### src/rtl/top_decoder.sv
// -----------------------------------------------------------------------------
// top_decoder
//
// RV32I control decoder for the single-cycle CPU. It turns the opcode, funct3
// and funct7 fields of the current instruction into datapath controls. All
// control outputs are purely combinational. The one piece of state is a sticky
// flag that records whether any illegal encoding has been decoded since reset.
//
// Ports
//   clk          in   1  rising-edge clock; drives only the sticky flag
//   rst          in   1  synchronous, active-high reset of the sticky flag
//   Op           in   7  instruction[6:0]
//   funct3       in   3  instruction[14:12]
//   funct7       in   7  instruction[31:25]
//   RegWrite     out  1  register-file write enable
//   ALU_control  out  4  ALU operation code
//   ALUSrc       out  1  operand B select: 0 = rs2, 1 = immediate
//   MemWrite     out  1  data-memory write enable
//   ResultSrc    out  2  write-back source: 00 ALU, 01 memory, 10 PC+4
//   Branch       out  1  conditional-branch instruction
//   Jump         out  1  JAL or JALR
//   ImmSrc       out  3  immediate format: 000 I, 001 S, 010 B, 011 J, 100 U
//   Illegal      out  1  current encoding is unsupported (combinational)
//   Illegal_seen out  1  an illegal encoding was decoded since reset (registered)
// -----------------------------------------------------------------------------
module top_decoder (
    input  logic       clk,
    input  logic       rst,
    input  logic [6:0] Op,
    input  logic [2:0] funct3,
    input  logic [6:0] funct7,
    output logic       RegWrite,
    output logic [3:0] ALU_control,
    output logic       ALUSrc,
    output logic       MemWrite,
    output logic [1:0] ResultSrc,
    output logic       Branch,
    output logic       Jump,
    output logic [2:0] ImmSrc,
    output logic       Illegal,
    output logic       Illegal_seen
);

    localparam logic [3:0] ALU_AND    = 4'b0000;
    localparam logic [3:0] ALU_OR     = 4'b0001;
    localparam logic [3:0] ALU_XOR    = 4'b0010;
    localparam logic [3:0] ALU_ADD    = 4'b0011;
    localparam logic [3:0] ALU_SUB    = 4'b0100;
    localparam logic [3:0] ALU_SLL    = 4'b0101;
    localparam logic [3:0] ALU_SRL    = 4'b0110;
    localparam logic [3:0] ALU_SRA    = 4'b0111;
    localparam logic [3:0] ALU_SLT    = 4'b1000;
    localparam logic [3:0] ALU_SLTU   = 4'b1001;
    localparam logic [3:0] ALU_PASS_B = 4'b1010;

    localparam logic [6:0] OP_R     = 7'b0110011;
    localparam logic [6:0] OP_I_ALU = 7'b0010011;
    localparam logic [6:0] OP_LOAD  = 7'b0000011;
    localparam logic [6:0] OP_STORE = 7'b0100011;
    localparam logic [6:0] OP_BR    = 7'b1100011;
    localparam logic [6:0] OP_JAL   = 7'b1101111;
    localparam logic [6:0] OP_JALR  = 7'b1100111;
    localparam logic [6:0] OP_LUI   = 7'b0110111;
    localparam logic [6:0] OP_AUIPC = 7'b0010111;

    localparam logic [6:0] F7_BASE = 7'b0000000;
    localparam logic [6:0] F7_ALT  = 7'b0100000;

    // Shared funct3 -> ALU map for R-type and I-ALU; funct7 checks differ per
    // format and are applied by the caller.
    function automatic logic [3:0] alu_by_funct3(input logic [2:0] f3, input logic alt);
        logic [3:0] op;
        op = ALU_ADD;
        case (f3)
            3'b000: op = alt ? ALU_SUB : ALU_ADD;
            3'b001: op = ALU_SLL;
            3'b010: op = ALU_SLT;
            3'b011: op = ALU_SLTU;
            3'b100: op = ALU_XOR;
            3'b101: op = alt ? ALU_SRA : ALU_SRL;
            3'b110: op = ALU_OR;
            default: op = ALU_AND;
        endcase
        return op;
    endfunction

    logic       dec_reg_write;
    logic [3:0] dec_alu;
    logic       dec_alu_src;
    logic       dec_mem_write;
    logic [1:0] dec_result_src;
    logic       dec_branch;
    logic       dec_jump;
    logic [2:0] dec_imm_src;
    logic       dec_illegal;

    // Raw decode: fills in the controls for the opcode and raises dec_illegal
    // for bad encodings. The output stage below forces the safe defaults
    // whenever dec_illegal is set, so the raw controls need not be cleared here.
    always_comb begin
        dec_reg_write  = 1'b0;
        dec_alu        = ALU_ADD;
        dec_alu_src    = 1'b0;
        dec_mem_write  = 1'b0;
        dec_result_src = 2'b00;
        dec_branch     = 1'b0;
        dec_jump       = 1'b0;
        dec_imm_src    = 3'b000;
        dec_illegal    = 1'b0;

        case (Op)
            OP_R: begin
                dec_reg_write = 1'b1;
                // Only 000 (ADD/SUB) and 101 (SRL/SRA) accept the alternate funct7.
                if ((funct3 == 3'b000) || (funct3 == 3'b101)) begin
                    dec_illegal = (funct7 != F7_BASE) && (funct7 != F7_ALT);
                end else begin
                    dec_illegal = (funct7 != F7_BASE);
                end
                dec_alu = alu_by_funct3(funct3, funct7 == F7_ALT);
            end
            OP_I_ALU: begin
                dec_reg_write = 1'b1;
                dec_alu_src   = 1'b1;
                case (funct3)
                    3'b000: dec_alu = ALU_ADD;  // no SUBI: funct7 is immediate bits
                    3'b001: begin
                        dec_illegal = (funct7 != F7_BASE);
                        dec_alu     = ALU_SLL;
                    end
                    3'b101: begin
                        dec_illegal = (funct7 != F7_BASE) && (funct7 != F7_ALT);
                        dec_alu     = (funct7 == F7_ALT) ? ALU_SRA : ALU_SRL;
                    end
                    default: dec_alu = alu_by_funct3(funct3, 1'b0);
                endcase
            end
            OP_LOAD: begin
                dec_reg_write  = 1'b1;
                dec_alu_src    = 1'b1;
                dec_result_src = 2'b01;
            end
            OP_STORE: begin
                dec_alu_src   = 1'b1;
                dec_mem_write = 1'b1;
                dec_imm_src   = 3'b001;
            end
            OP_BR: begin
                dec_branch  = 1'b1;
                dec_imm_src = 3'b010;
                case (funct3[2:1])
                    2'b00:   dec_alu = ALU_SUB;
                    2'b10:   dec_alu = ALU_SLT;
                    2'b11:   dec_alu = ALU_SLTU;
                    default: dec_illegal = 1'b1;
                endcase
            end
            OP_JAL: begin
                dec_reg_write  = 1'b1;
                dec_result_src = 2'b10;
                dec_jump       = 1'b1;
                dec_imm_src    = 3'b011;
            end
            OP_JALR: begin
                dec_reg_write  = 1'b1;
                dec_alu_src    = 1'b1;
                dec_result_src = 2'b10;
                dec_jump       = 1'b1;
            end
            OP_LUI: begin
                dec_reg_write = 1'b1;
                dec_alu_src   = 1'b1;
                dec_imm_src   = 3'b100;
                dec_alu       = ALU_PASS_B;
            end
            OP_AUIPC: begin
                dec_reg_write = 1'b1;
                dec_alu_src   = 1'b1;
                dec_imm_src   = 3'b100;
            end
            default: dec_illegal = 1'b1;
        endcase
    end

    // An illegal encoding must never write state, so every control collapses
    // to its inert value.
    always_comb begin
        RegWrite    = dec_illegal ? 1'b0    : dec_reg_write;
        ALU_control = dec_illegal ? ALU_ADD : dec_alu;
        ALUSrc      = dec_illegal ? 1'b0    : dec_alu_src;
        MemWrite    = dec_illegal ? 1'b0    : dec_mem_write;
        ResultSrc   = dec_illegal ? 2'b00   : dec_result_src;
        Branch      = dec_illegal ? 1'b0    : dec_branch;
        Jump        = dec_illegal ? 1'b0    : dec_jump;
        ImmSrc      = dec_illegal ? 3'b000  : dec_imm_src;
        Illegal     = dec_illegal;
    end

    // Sticky flag: reset wins over a coincident illegal decode.
    always_ff @(posedge clk) begin
        if (rst) begin
            Illegal_seen <= 1'b0;
        end else if (dec_illegal) begin
            Illegal_seen <= 1'b1;
        end
    end

endmodule

### config.mk
export PLATFORM = sky130hd
export DESIGN_NAME = top_decoder
export DESIGN_NICKNAME = d
export VERILOG_FILES = /design/src/rtl/top_decoder.sv
export SDC_FILE = /design/constraint.sdc
export NUM_CORES = 1
export LEC_CHECK = 0
export CAP_MARGIN = 20
export CORE_MARGIN = 3
export CORE_UTILIZATION = 39
export CTS_BUF_LIST = sky130_fd_sc_hd__clkbuf_4 sky130_fd_sc_hd__clkbuf_8 sky130_fd_sc_hd__clkbuf_16
export DETAILED_ROUTE_END_ITERATION = 10
export PLACE_DENSITY = 0.91
export SYNTH_ARGS = -nofsm -noshare
export SYNTH_HDL_FRONTEND = slang
export SYNTH_SLANG_ARGS = --single-unit
### constraint.sdc
create_clock -name clk -period 3.7 [get_ports clk]
set_input_delay 0.925 -clock clk [delete_from_list [all_inputs] [get_ports clk]]
set_output_delay 0.925 -clock clk [all_outputs]
set_load 0.01 [all_outputs]
==> results.yml, run 1 <==
yosys:
  yosysUniqueCellTypes: 41
  ys_seq_area_frac: 0.0352
  syn_inst: 85
  synth_area_um2: 569
  synth_edf_count: 0
  yosysTopAreaCell: "nand2b_1"
  yosys_warnings: 0
  ys_ff_latch: 1
  synthTopCellsByArea: "nand2b_1 7.7%, a21oi_1 5.3%, and4bb_2 4.4%"
  synth-main-ff-cell: "dfxtp_1"
  syn-num-nets: 104
  synthArstFlopShare: 0
  netlist.area_leader.share: 0.0769
  avgSynthCellArea_um2: 6.70
floorplan:
  die_h_um: 44.2
  start_util: 0.427
  row_count: 13
  num_io_pins: 35
  die_w_um: 44.2
placement:
  gp_congestion: 0.895
  placed_cells: 163
  place_hpwl_um: 2210
  portBuffers: 34
status:
  outcome: "did not finish"
  tool.error: "[ERROR DPL-0038] Utilization greater than 100%, impossible to legalize"
  failed_stage: "global routing (5_1_grt)"
timing:
  worst-ep-kind: "top-level output"
  crit_endpoint: "ALU_control[1]"
grt:
  grt_max_degree: 13
clock_tree:
  hold_buffers: 0
what timing repair did:
| item | in CTS |
|---|---|
| pin swaps | 7 |
| setup endpoints to repair | 10 |
| setup buffers | 6 |
| resized for setup | 47 |
| endpoints found under the hold margin | 0 |
| gates cloned | 0 |
stage by stage:
step                utilization  instance area [um^2]  worst slack (ps)
CTS                       0.940                  1250             -14.9
detailed placement        0.867                  1160              -510
global placement          0.867                  1160              -424
floorplan                     -                   569               433
cell families after synthesis:
kind of cell    Yosys count  synth area share
compound gates           26             0.336
buf+inv                   9            0.0681
flops                     1            0.0352
simple gates             49             0.560
synthesized netlist by cell type, drive strengths merged (2+ instances only):
master / n
nand2b: 7
a21oi: 6
nor2: 6
inv: 5
nand2: 5
nor3: 5
buf: 4
nand3: 4
nor2b: 3
o21ai: 3
a211oi: 2
and4bb: 2
nand4b: 2
nor3b: 2
nor4: 2
nor4b: 2
o211ai: 2
o31a: 2
==> run 2: changes to the inputs <==
- CORE_AREA: unset -> 3 3 64 66
- CORE_MARGIN: 3 -> unset
- CORE_UTILIZATION: 39 -> unset
- CTS_BUF_LIST: sky130_fd_sc_hd__clkbuf_4 sky130_fd_sc_hd__clkbuf_8 sky130_fd_sc_hd__clkbuf_16 -> unset
- DIE_AREA: unset -> 0 0 67 69
- PLACE_DENSITY: 0.91 -> unset
- PLACE_DENSITY_LB_ADDON: unset -> 0.15
==> results.yml, run 2 <==
pwr:
  power_frac_seq: 0.109
  clkPwrFrac: 0
  power_mw: 0.111
  p_leak_nw: 0.582
  switching_share: 0.392
  ir_worst_vdd_v: 0.0000304
  powerDensity_mw_per_mm2: 82.3
  comb_power_share: 0.891
  internal-power_mw: 0.0674
  p_sw_mw: 0.0434
min_path:
  min_path_cells: 1
  hold_end: "Illegal_seen$_SDFFE_PP0N_"
  hp-class: "reg2reg"
  hp-start: "Illegal_seen$_SDFFE_PP0N_"
grt:
  globalRouteTotalUtil: 0.104
  antenna_found_initial: 0
  grt_overflow_total: 0
  grt_pass1_vias: 922
  grtUsageMet3: 0.00326
  grt_pass1_wl_um: 4060
  top_usage_layer: "met2"
  grt_max_degree: 8
  grtUsageMet1: 0.150
  grt_use_met2: 0.181
layout:
  num_antenna_cells: 0
  fin_nets: 180
  layout-drive-gt1-share: 0.409
  nFillCells: 414
  multiInputGateArea_um2: 583
  mostFrequentLayoutCells: "42 x buf_4, 14 x clkdlybuf4s50_1, 11 x dlygate4sd2_1"
  reg_top3: "Illegal_seen x1"
  layout_commonest_cell: "buf_4"
  regMostFlops: "Illegal_seen"
  final_area_mm2: 0.00135
  seq_area_um2: 20.0
  syn2layout_area_growth_pct: 136
  largest_reg_flops: 1
critical_path:
  path_max_fanout: 4
  worstPathArrival_ps: 2680
  worst_r2r_path_depth: 1
  regToRegStartpoint: "Illegal_seen$_SDFFE_PP0N_"
  ff2ff_setup_slack_ps: 3010
  end_kind: "output port"
  critPathKind: "in2out"
  cp.required_ps: 2770
  worstSetupStartpoint: "funct7[5]"
  start_kind: "input pin"
  r2r-end: "Illegal_seen$_SDFFE_PP0N_"
clock_tree:
  clock_latency_ps: 0
  cts.clk_slew.worst_paths_ps: 0
yosys:
  yosysUniqueCellTypes: 41
  netlist.area_leader.share: 0.0769
  ys_ff_latch: 1
  yosysTopAreaCell: "nand2b_1"
  synthArstFlopShare: 0
  synth_commonest_cells: "7 x nand2b_1, 6 x a21oi_1, 6 x nor2_1"
  syn-num-nets: 104
  synthTopCellsByArea: "nand2b_1 7.7%, a21oi_1 5.3%, and4bb_2 4.4%"
  yosys_warnings: 0
  synth_edf_count: 0
  avgSynthCellArea_um2: 6.70
  synth_most_common_cell: "nand2b_1"
  synth-main-ff-cell: "dfxtp_1"
  syn_inst: 85
  synth_area_um2: 569
  ys_seq_area_frac: 0.0352
timing:
  hold-worst-slack_ps: 476
  hold_viol_final: 0
  setup_viol: 0
  drv_slew: 0
  tns_ps: 0
  post-route-worst-setup-slack_ps: 93.8
  fmax_ghz: 0.277
  relSlewSlack: 0.800
  period_share: 0.975
  clock_skew_ps: 0
  rsz0062_at_grt: "no"
  worstMarginPinSlew_ps: 300
  period_needed_ps: 3610
floorplan:
  num_io_pins: 35
  die_h_um: 69
  core_area_mm2: 0.00363
  die-area_mm2: 0.00462
  die_w_um: 67
  start_util: 0.157
  row_count: 22
detailed_routing:
  vias: 920
  vias_per_cell: 4.44
  drt_pre_antenna_iters: 4
  wl_per_cell_um: 11.9
  drt_iter0_drc: 33
  wirelength_um: 2470
  drtAntennaViolNets: 0
  drc: 0
placement:
  portBuffers: 34
  pre_cts_ws_ps: -508
  gp_congestion: 0.835
  placed_area_mm2: 0.00125
  place_hpwl_um: 2070
job:
  drv_cap: 0
status:
  outcome: "finished clean"
-- run 2: cell counts after synthesis --
Identical to the previous run, type by type.
-- run 2: worst max-delay path by stage --
stage	end	cells after the start	slack [ps]
global route	Illegal	8	7
detailed placement	RegWrite	6	-510
global placement	RegWrite	6	-540
floorplan	RegWrite	4	430
finish	Illegal	8	90
CTS	ALU_control[2]	7	2
-- run 2: metal layers --
metal	vias to the layer above	part of all wire
met5	-	0
met4	0	0
met3	0	0.046
li1	478	-
met2	24	0.48
met1	418	0.48
-- run 2: power by group through the flow --
stage               registers (mW)  clock network (mW)  logic [mW]
finish                      0.0120                   0      0.0988
global placement            0.0120                   0      0.0919
global route                0.0123                   0       0.108
detailed placement          0.0121                   0      0.0915
CTS                         0.0120                   0      0.0974
floorplan                   0.0124                   0      0.0307
-- run 2: repair_timing --
action | in CTS | in global routing
buffers inserted | 4 | 0
endpoints found under the hold margin | 0 | 0
hold buffers | 0 | 0
setup endpoints to repair | 11 | 8
pin swaps | 7 | 6
gates resized for setup | 38 | 9
-- run 2: through the flow --
stage               instances  utilization
finish                    207        0.371
global route              207        0.371
CTS                       207        0.362
detailed placement        203        0.344
global placement          203        0.344
floorplan                  85            -
-- run 2: area by class of cell --
class / instances / share of cell area
Inverter: 5 / 0.0139
Timing Repair Buffer: 78 / 0.493
Multi-Input combinational cell: 75 / 0.433
Tap cell: 48 / 0.0446
Sequential cell: 1 / 0.0149
-- run 2: logic make-up after synthesis --
| group | Yosys count | share of synthesized area |
|---|---|---|
| simple gates | 49 | 0.560 |
| compound gates | 26 | 0.336 |
| buf+inv | 9 | 0.0681 |
| flops | 1 | 0.0352 |
-- run 2: worst max-delay path, cell delays in order --
cell and delay, ps:
clkdlybuf4s50_1 510, nand2b_1 110, o211a_1 250, o32ai_4 340
buf_6 160, buf_6 90, or2_2 90, clkdlybuf4s15_2 210
Note: power is estimated with default switching activity, not from simulation.
==> run 3: changes to the inputs <==
- REMOVE_ABC_BUFFERS: unset -> 1
==> results.yml, run 3 (same netlist as run 2, synthesis figures left out) <==
status:
  outcome: "finished clean"
layout:
  fin_nets: 186
  reg_top3: "Illegal_seen x1"
  mostFrequentLayoutCells: "49 x buf_4, 14 x clkdlybuf4s50_1, 11 x dlygate4sd2_1"
  num_antenna_cells: 0
  layout_commonest_cell: "buf_4"
  syn2layout_area_growth_pct: 142
  final_area_mm2: 0.00138
  regMostFlops: "Illegal_seen"
  largest_reg_flops: 1
  layout-drive-gt1-share: 0.448
detailed_routing:
  vias_per_cell: 4.51
  vias: 961
  drt_pre_antenna_iters: 4
  drc: 0
  wl_per_cell_um: 12.9
  drt_iter0_drc: 35
  drtAntennaViolNets: 0
  wirelength_um: 2740
critical_path:
  start_kind: "input pin"
  r2r-end: "Illegal_seen$_SDFFE_PP0N_"
  regToRegStartpoint: "Illegal_seen$_SDFFE_PP0N_"
  cp.required_ps: 2770
  critPathKind: "in2out"
  worstPathArrival_ps: 2700
  end_kind: "output port"
  ff2ff_setup_slack_ps: 3010
  path_max_fanout: 4
  worst_r2r_path_depth: 1
pwr:
  powerDensity_mw_per_mm2: 86.1
  p_leak_nw: 0.593
  ir_worst_vdd_v: 0.0000632
  power_mw: 0.119
floorplan:
  row_count: 22
  start_util: 0.157
  die_h_um: 69
  core_area_mm2: 0.00363
  die_w_um: 67
  die-area_mm2: 0.00462
  num_io_pins: 35
timing:
  clock_skew_ps: 0
  worstMarginPinSlew_ps: 418
  rsz0062_at_grt: "yes"
  period_share: 0.979
  setup_viol: 0
  period_needed_ps: 3620
  hold_viol_final: 0
  fmax_ghz: 0.276
  drv_slew: 0
  relSlewSlack: 0.718
clock_tree:
  clock_latency_ps: 0
  cts.clk_slew.worst_paths_ps: 0
  hold_buffers: 0
placement:
  portBuffers: 34
  place_hpwl_um: 2170
  placed_area_mm2: 0.00128
  gp_congestion: 0.823
grt:
  globalRouteTotalUtil: 0.116
  grt_max_degree: 9
  grt_pass1_wl_um: 4520
  grt_pass1_vias: 1036
  antenna_found_initial: 0
  grt_overflow_total: 0
min_path:
  hold_end: "Illegal_seen$_SDFFE_PP0N_"
  hp-class: "reg2reg"
  min_path_cells: 1
  hp-start: "Illegal_seen$_SDFFE_PP0N_"
job:
  drv_cap: 0
-- run 3: stage by stage --
step	hold slack, ps	utilization	setup TNS [ps]	std cells	setup slack, ps
6_report	469	0.379	0	213	79.1
5_1_grt	514	0.379	-0.0127	213	-0.0127
4_1_cts	477	0.374	0	211	27.3
3_5_place_dp	482	0.352	-3180	207	-552
3_3_place_gp	464	0.352	-3260	207	-597
2_1_floorplan	521	-	0	81	433
-- run 3: worst max-delay path, cell delays in order --
cell             delay, ps
clkdlybuf4s50_1        440
nor4_4                 180
o211a_1                230
o32ai_4                110
buf_6                  140
or4b_1                 510
buf_2                  150
-- run 3: timing repair --
action	in CTS	in global routing
buffers inserted	5	2
gates resized for setup	43	10
setup endpoints to repair	10	7
pin swaps	6	4
cloned	0	0
-- run 3: where the power goes --
part	switching [mW]	internal [mW]	total [mW]
Combinational	0.0461	0.0605	0.107
Sequential	0.000321	0.0117	0.0120
Clock	0	0	0
Total	0.0464	0.0722	0.119
-- run 3: layout make-up --
type | instances | area, um^2
Fill cell | 397 | 2260
Timing Repair Buffer | 84 | 689
Multi-Input combinational cell | 75 | 589
Tap cell | 48 | 60.1
Sequential cell | 1 | 20.0
Inverter | 5 | 18.8
-- run 3: how the worst max path moves through the flow --
stage | start | end | slack, ps | cells past startpoint
finish | funct7[1] | ALU_control[1] | 80 | 7
global route | funct7[1] | ALU_control[1] | -0.01 | 7
CTS | Op[2] | ALU_control[1] | 30 | 8
detailed placement | Op[4] | RegWrite | -550 | 8
global placement | Op[3] | RegWrite | -600 | 7
floorplan | funct7[1] | RegWrite | 430 | 4
-- run 3: layer usage --
metal | global-route usage | vias to the layer above | wire (um)
met2 | 0.214 | 25 | 1400
met5 | 0 | - | 0
li1 | - | 490 | -
met3 | 0.00977 | 2 | 114
met1 | 0.147 | 444 | 1210
met4 | 0.00901 | 0 | 14
